$ cat src/rtl/sample_playback_ctrl.sv
// Audio sample ROM sequencer: walks start_addr..end_addr at one sample per
// (rate_div+1) clocks, optionally looping, and holds the sample for the modulator.
module sample_playback_ctrl #(
  parameter int ADDR_W = 8,
  parameter int DATA_W = 8,
  parameter int DIV_W  = 11
) (
  input  logic              clk,
  input  logic              reset,
  input  logic              start,
  input  logic              stop,
  input  logic              loop_en,
  input  logic [ADDR_W-1:0] start_addr,
  input  logic [ADDR_W-1:0] end_addr,
  input  logic [DIV_W-1:0]  rate_div,
  output logic              rom_req,
  output logic [ADDR_W-1:0] rom_addr,
  input  logic              rom_ack,
  input  logic [DATA_W-1:0] rom_data,
  output logic [DATA_W-1:0] sample_out,
  output logic              sample_valid,
  output logic              busy,
  output logic              done,
  output logic              underrun
);

  typedef enum logic [1:0] {IDLE, REQ, HOLD} state_t;

  localparam logic [ADDR_W-1:0] ADDR_ONE = 1;
  localparam logic [DIV_W-1:0]  CNT_ONE  = 1;

  state_t r_state, w_next;

  logic [ADDR_W-1:0] r_addr, r_start_addr, r_end_addr;
  logic [DIV_W-1:0]  r_div, r_cnt;
  logic              r_loop;
  logic [DATA_W-1:0] r_sample;
  logic              r_valid, r_done, r_underrun;

  logic w_tick, w_last;

  // The divider free-runs from the start pulse, so the period never depends on ROM latency.
  assign w_tick = (r_state != IDLE) && (r_cnt == '0);
  assign w_last = (r_addr == r_end_addr);

  always_ff @(posedge clk) begin
    if (reset) r_state <= IDLE;
    else       r_state <= w_next;
  end

  always_comb begin
    w_next = r_state;
    if (stop) begin
      w_next = IDLE;
    end else begin
      case (r_state)
        IDLE:    if (start)   w_next = REQ;
        REQ:     if (rom_ack) w_next = HOLD;
        HOLD:    if (w_tick)  w_next = (w_last && !r_loop) ? IDLE : REQ;
        default: w_next = IDLE;
      endcase
    end
  end

  always_ff @(posedge clk) begin
    if (reset) begin
      r_addr       <= '0;
      r_start_addr <= '0;
      r_end_addr   <= '0;
      r_div        <= '0;
      r_cnt        <= '0;
      r_loop       <= 1'b0;
      r_sample     <= '0;
      r_valid      <= 1'b0;
      r_done       <= 1'b0;
      r_underrun   <= 1'b0;
    end else begin
      r_valid <= 1'b0;
      r_done  <= 1'b0;
      if (stop) begin
        r_sample <= '0;
      end else begin
        if (r_state != IDLE) r_cnt <= w_tick ? r_div : r_cnt - CNT_ONE;
        case (r_state)
          IDLE: begin
            if (start) begin
              r_start_addr <= start_addr;
              r_end_addr   <= end_addr;
              r_loop       <= loop_en;
              r_div        <= rate_div;
              r_addr       <= start_addr;
              r_cnt        <= rate_div;
              r_underrun   <= 1'b0;
            end
          end
          REQ: begin
            if (rom_ack) begin
              r_sample <= rom_data;
              r_valid  <= 1'b1;
            end
            // A tick during a pending fetch is dropped; the address advances on the next one.
            if (w_tick) r_underrun <= 1'b1;
          end
          HOLD: begin
            if (w_tick) begin
              if (!w_last)     r_addr <= r_addr + ADDR_ONE;
              else if (r_loop) r_addr <= r_start_addr;
              else begin
                r_sample <= '0;
                r_done   <= 1'b1;
              end
            end
          end
          default: ;
        endcase
      end
    end
  end

  assign rom_req      = (r_state == REQ);
  assign rom_addr     = r_addr;
  assign sample_out   = r_sample;
  assign sample_valid = r_valid;
  assign busy         = (r_state != IDLE);
  assign done         = r_done;
  assign underrun     = r_underrun;

endmodule
$ cat config.mk
export PLATFORM = sky130hd
export DESIGN_NAME = sample_playback_ctrl
export DESIGN_NICKNAME = d
export VERILOG_FILES = /design/src/rtl/sample_playback_ctrl.sv
export SDC_FILE = /design/constraint.sdc
export NUM_CORES = 1
export LEC_CHECK = 0
export ABC_CLOCK_PERIOD_IN_PS = 1860
export CORE_MARGIN = 1.5
export CORE_UTILIZATION = 37
export DETAILED_ROUTE_END_ITERATION = 8
export DONT_BUFFER_PORTS = 1
export PLACE_DENSITY = 0.49
export SYNTH_ARGS = -nofsm -noshare
export SYNTH_HDL_FRONTEND = slang
export SYNTH_SLANG_ARGS = --single-unit
$ cat constraint.sdc
create_clock -name clk -period 1.86 [get_ports clk]
set_input_delay 0.372 -clock clk [delete_from_list [all_inputs] [get_ports clk]]
set_output_delay 0.372 -clock clk [all_outputs]
set_load 0.03 [all_outputs]
==> results of run 1 <==
==> power by group <==
| group | switching, W | leakage, nW | internal [W] |
|---|---|---|---|
| clock | 0.000562 | 0.0983 | 0.000652 |
| sequential | 0.0000658 | 0.494 | 0.00135 |
| combinational | 0.000434 | 0.823 | 0.000347 |
==> worst paths after layout <==
| path | startpoint | endpoint | slack [ns] | cells past startpoint |
|---|---|---|---|---|
| worst max-delay path | r_cnt[1] | rom_addr[5] | 0.05 | 7 |
| worst min-delay path | reset | rom_addr[6] | 0.09 | 1 |
| worst max register to register | r_cnt[1] | rom_addr[5] | 0.05 | 7 |
| worst min register to register | r_div[10] | r_div[10] | 0.45 | 2 |
==> state kept, by name, indices dropped and copies added, names as in the netlist <==
register      count
done              1
r_cnt            11
r_div            11
r_end_addr        8
r_loop            1
r_start_addr      8
r_state           2
rom_addr          8
sample_out        8
sample_valid      1
underrun          1
==> routing by layer <==
layer	wire length, um	track usage (%)	up-vias
li1	-	-	1474
met2	4270	33.5	72
met3	456	5.10	6
met1	4380	27.8	1341
met5	0	0	-
met4	74	7.34	0
==> cell usage in the layout (no fill, tap or decap), types with 3 or more instances in the layout <==
| cell type | instances |
|---|---|
| nand2_1 | 76 |
| dfxtp_1 | 49 |
| a21oi_1 | 44 |
| buf_4 | 42 |
| nor2_1 | 24 |
| o21ai_0 | 15 |
| xnor2_1 | 12 |
| nand3_1 | 11 |
| dfxtp_2 | 11 |
| a22o_1 | 10 |
| nor3_1 | 10 |
| clkbuf_8 | 10 |
| inv_1 | 8 |
| a31oi_1 | 7 |
| a221oi_1 | 6 |
| nand2b_1 | 5 |
| a211o_1 | 5 |
| nor2b_1 | 4 |
| nor4_1 | 4 |
| a211oi_1 | 4 |
| o21ai_1 | 3 |
| mux2_2 | 3 |
| nand4_1 | 3 |
| a311oi_1 | 3 |
| buf_6 | 3 |
==> area by class of cell <==
| class | count | area [um^2] | share of cell area [%] |
|---|---|---|---|
| multi-input cells | 298 | 1800 | 48.0 |
| flip-flops and latches | 60 | 1210 | 32.3 |
| repair buffers | 46 | 369 | 9.82 |
| clock buffers | 10 | 138 | 3.66 |
| well taps | 105 | 131 | 3.50 |
| clock inverters | 6 | 63.8 | 1.70 |
| inverters | 10 | 37.5 | 0.999 |
==> cells by family after synthesis <==
kind of cell / synth area share, %
xor gates and xnor gates: 3.90
adders and majority gates: 1.19
and+or+nand+nor: 25.0
AOI/OAI and AO/OA: 24.8
muxes: 1.39
DFF: 38.2
buffers and inverters: 5.49
==> metrics by stage <==
stage | setup slack (ns) | instance area, um^2
detailed placement | 0.00248 | 3500
floorplan | -0.00920 | 3170
global route | -0.0419 | 3760
finish | 0.0474 | 3760
global placement | 0.0424 | 3500
CTS | 0.00928 | 3720
==> critical path: stages, from the launching register on <==
cell and delay (ns):
dfxtp_2 0.33, inv_2 0.07, ha_1 0.14, nor4b_4 0.26
nand3_2 0.22, buf_6 0.19, a211o_1 0.27, a32o_1 0.22
==> what timing repair did <==
item	4_1_cts	5_1_grt
pin swaps	0	3
gates resized for setup	3	12
buffers inserted	1	2
endpoints found under the setup margin	3	25
==> run metrics, run 1 <==
Detailed Route WL=9.19 mm; Reg clk slew, reported paths=0.08 ns; routed via count=2,893; PwrDens=909 nW/um^2; count leader, synth=nand2_1; Die Span Y=95.2 um; HPWL after DPL=6.39 mm; routed vias/inst=5.41; Total GRT Usage=21.1%; most area-hungry cell type in the Yosys netlist=dfxtp_1; ys flop type=dfxtp_1; DR iter-0 viols=126; cell row count=33; total power=0.00342 W; core area=8220 um^2; fin cells=535; total negative slack=0 ns; remaining global-route overflow=0; Area Growth Syn to Fin=19.6%; post-route clock skew=0.00908 ns; hold_buf cts=0; synthesized instance count=395; peak supply drop=0.491 mV; DRC Markers=0; Net count, final=469; CTS tree=done; n_diodes=0; crit path max fanout=5; crit start category=flop; clk root buf=clkbuf_8; Max Cap Viol=0; I/O pins=62; WHS=0.0929 ns; top-area cell type share of the netlist area=38.2%; vias in the first global route=2,895; Syn. warnings=0; dpl cells=516; leak pwr=1.42 nW; first-pass GRT wire length=14.6 mm; Area contributors post-synth=dfxtp_1 38%, nand2_1 9.2%, a21oi_1 7.2%; Tcrit/Tclk final=97.5%; Async S/R FF share, synth=0%; EDFF count, synth=0; Final setup viols=0; worst hold path type=in -> reg; total CTS buffers=9; input/output buffers=0; Post-DRT Antenna Nets=0; status=complete, no violations; clk buf depth=2; worst skew pair latency=0.34 ns; crit end category=flop; #FFs+latches synth=60; synthesized area=3140 um^2; endpoints failing hold=0; f_max=0.552 GHz; RSZ-0062 raised after global routing=true; initial antenna violation count=0; Worst-Margin Slew=0.475 ns; Placer Congestion=0.817; CTS H-Tree Depth=3; Filler Cells Inserted=853; fin crit period=1.81 ns; most common library cells after synthesis=77 x nand2_1, 60 x dfxtp_1, 45 x a21oi_1; final core utilization=45.7%; area of the die=9060 um^2; sequential fraction of the synthesis area=38.2%; Netlist cell types=56; clk sinks=60; die extent in x=95.2 um; Detailed Routing Iterations Pass 1=4; worst rel slew slack=68.4%; Worst EP required=2.09 ns; syn avg cell area=7.96 um^2; share of cells above drive strength 1=22.8%; crit path DAT=2.04 ns; CP Class=reg -> reg; fin. max-slew vios=0; Initial Utilization=38.3%; largest net degree at the start of global routing=51; wire per inst=17.2 um; Net Count, Synth=439
Note: power is estimated with default switching activity, not from simulation.
==> run 2: changes to the inputs <==
- CORE_ASPECT_RATIO: unset -> 2
==> run 2 against run 1 <==
Net effect:
- setup slack gained 0.0085 ns
- worst hold slack improved by 0.013 ns
- non-clock buffer count increased by 18
- count of clock-buffer cells in the layout is 2 higher
- highest routed layer unchanged
- utilization up 3.8 points
- combinational power grew 14%
- maximum frequency increased by 0.47%
- critical endpoint is now sample_out[7]
- critical path type unchanged
==> run metrics, run 2 (synthesis results as in run 1) <==
fin crit period=1.80 ns (-0.00848 ns); Initial Utilization=38.2% (-0.076 points); PwrDens=1000 nW/um^2 (+10%); RSZ-0062 raised after global routing=true; CP Class=reg -> reg; Detailed Routing Iterations Pass 1=4 (unchanged); die extent in x=68.2 um (-28%); cell row count=47 (+42%); Tcrit/Tclk final=97.0% (-0.46 points); input/output buffers=0 (unchanged); total negative slack=0 ns (unchanged); clk buf depth=2 (unchanged); final core utilization=49.6% (+3.8 points); routed vias/inst=5.70 (+5.5%); n_diodes=0 (unchanged); worst skew pair latency=0.33 ns (about the same); routed via count=3,114 (+7.6%); CTS H-Tree Depth=3 (unchanged); initial antenna violation count=0 (unchanged); DRC Markers=0 (unchanged); remaining global-route overflow=0 (unchanged); worst rel slew slack=69.0% (+0.67 points); Worst EP required=2.08 ns (about the same); HPWL after DPL=7.76 mm (+21%); WHS=0.106 ns (+0.0129 ns); Worst-Margin Slew=0.460 ns (-0.0150 ns); DR iter-0 viols=139 (+10%); post-route clock skew=0.00982 ns (+0.000742 ns); leak pwr=1.57 nW (+11%); f_max=0.554 GHz (+0.47%); status=complete, no violations; wire per inst=19.0 um (+10%); clk root buf=clkbuf_16; Regs by FF count=r_cnt x11, r_div x11; Max Cap Viol=0 (unchanged); vias in the first global route=3,028 (+4.6%); worst hold path type=in -> reg; worst reg2reg setup slack=0.06 ns (about the same); Final setup viols=0 (unchanged); crit path DAT=2.02 ns (-0.02 ns); share of cells above drive strength 1=26.8% (+4.0 points); CTS tree=done; Detailed Route WL=10.4 mm (+13%); fin. max-slew vios=0 (unchanged); Area Growth Syn to Fin=29.9%; Placer Congestion=0.849 (+4.0%); most frequent cells in the layout=76 x nand2_1, 60 x buf_4, 51 x dfxtp_1; first-pass GRT wire length=15.6 mm (+7.2%); peak supply drop=0.633 mV (+29%); hold_buf cts=0 (unchanged); Reg clk slew, reported paths=0.06 ns (-0.02 ns); core area=8230 um^2 (+0.20%); crit end category=flop; I/O pins=62 (unchanged); Total GRT Usage=23.7% (+2.6 points); largest net degree at the start of global routing=51 (unchanged); total CTS buffers=9 (unchanged); Net count, final=487 (+3.8%); commonest non-fill, non-tap cell in the layout=nand2_1; crit start category=flop; Die Span Y=133 um (+40%); endpoints failing hold=0 (unchanged); area of the die=9090 um^2 (+0.37%); crit path max fanout=8 (+3); clk sinks=60 (unchanged); Post-DRT Antenna Nets=0 (unchanged)
==> run 2: area by class of cell <==
cell class,count,area (um^2)
sequential,60,1210
fill,828,4150
inverter,10,41.3
clock inverter,4,72.6
tap,98,123
clock buffer,12,246
multi-input combinational,298,1870
timing repair buffer,64,513
==> run 2: worst paths after layout <==
kind                   end         from  depth (start not counted)
max          sample_out[7]  rom_addr[7]                          5
min            rom_addr[2]        reset                          1
max reg2reg  sample_out[7]  rom_addr[7]                          5
min reg2reg       r_div[9]     r_div[9]                          2
==> run 2: routing by layer <==
layer	share of wire, %	up-vias	routed length (um)	track usage, %
met2	56	79	5820	42.3
li1	-	1516	-	-
met5	0	-	0	0
met1	34	1485	3550	23.6
met4	5.5	0	570	15.0
met3	4.0	34	418	4.48
==> run 2: where the power goes <==
group          internal (W)  total, W  switching (W)
Clock               0.00121   0.00178       0.000572
Combinational      0.000410  0.000889       0.000479
Sequential          0.00136   0.00142      0.0000655
==> run 2: stage by stage <==
step | instance area (um^2) | cells | power [W] | setup slack, ns
after detailed placement | 3620 | 524 | 0.00226 | -0.0361
after floorplan | 3170 | 395 | 0.00195 | -0.00920
final | 4080 | 546 | 0.00409 | 0.0559
after global placement | 3620 | 524 | 0.00225 | -0.00523
after global routing | 4080 | 546 | 0.00426 | -0.0286
after CTS | 3960 | 542 | 0.00407 | 0.00166
==> run 2: worst max-delay path, stage by stage (launching register included) <==
cell,delay [ns]
dfxtp_2,0.32
xnor2_1,0.21
and4_2,0.37
nand2_2,0.16
o311a_4,0.43
a22o_1,0.19
==> run 2: repair_timing <==
action | in CTS | in global routing
resized for setup | 2 | 22
pin swaps | 1 | 4
endpoints found under the setup margin | 6 | 25
setup buffers | 2 | 4
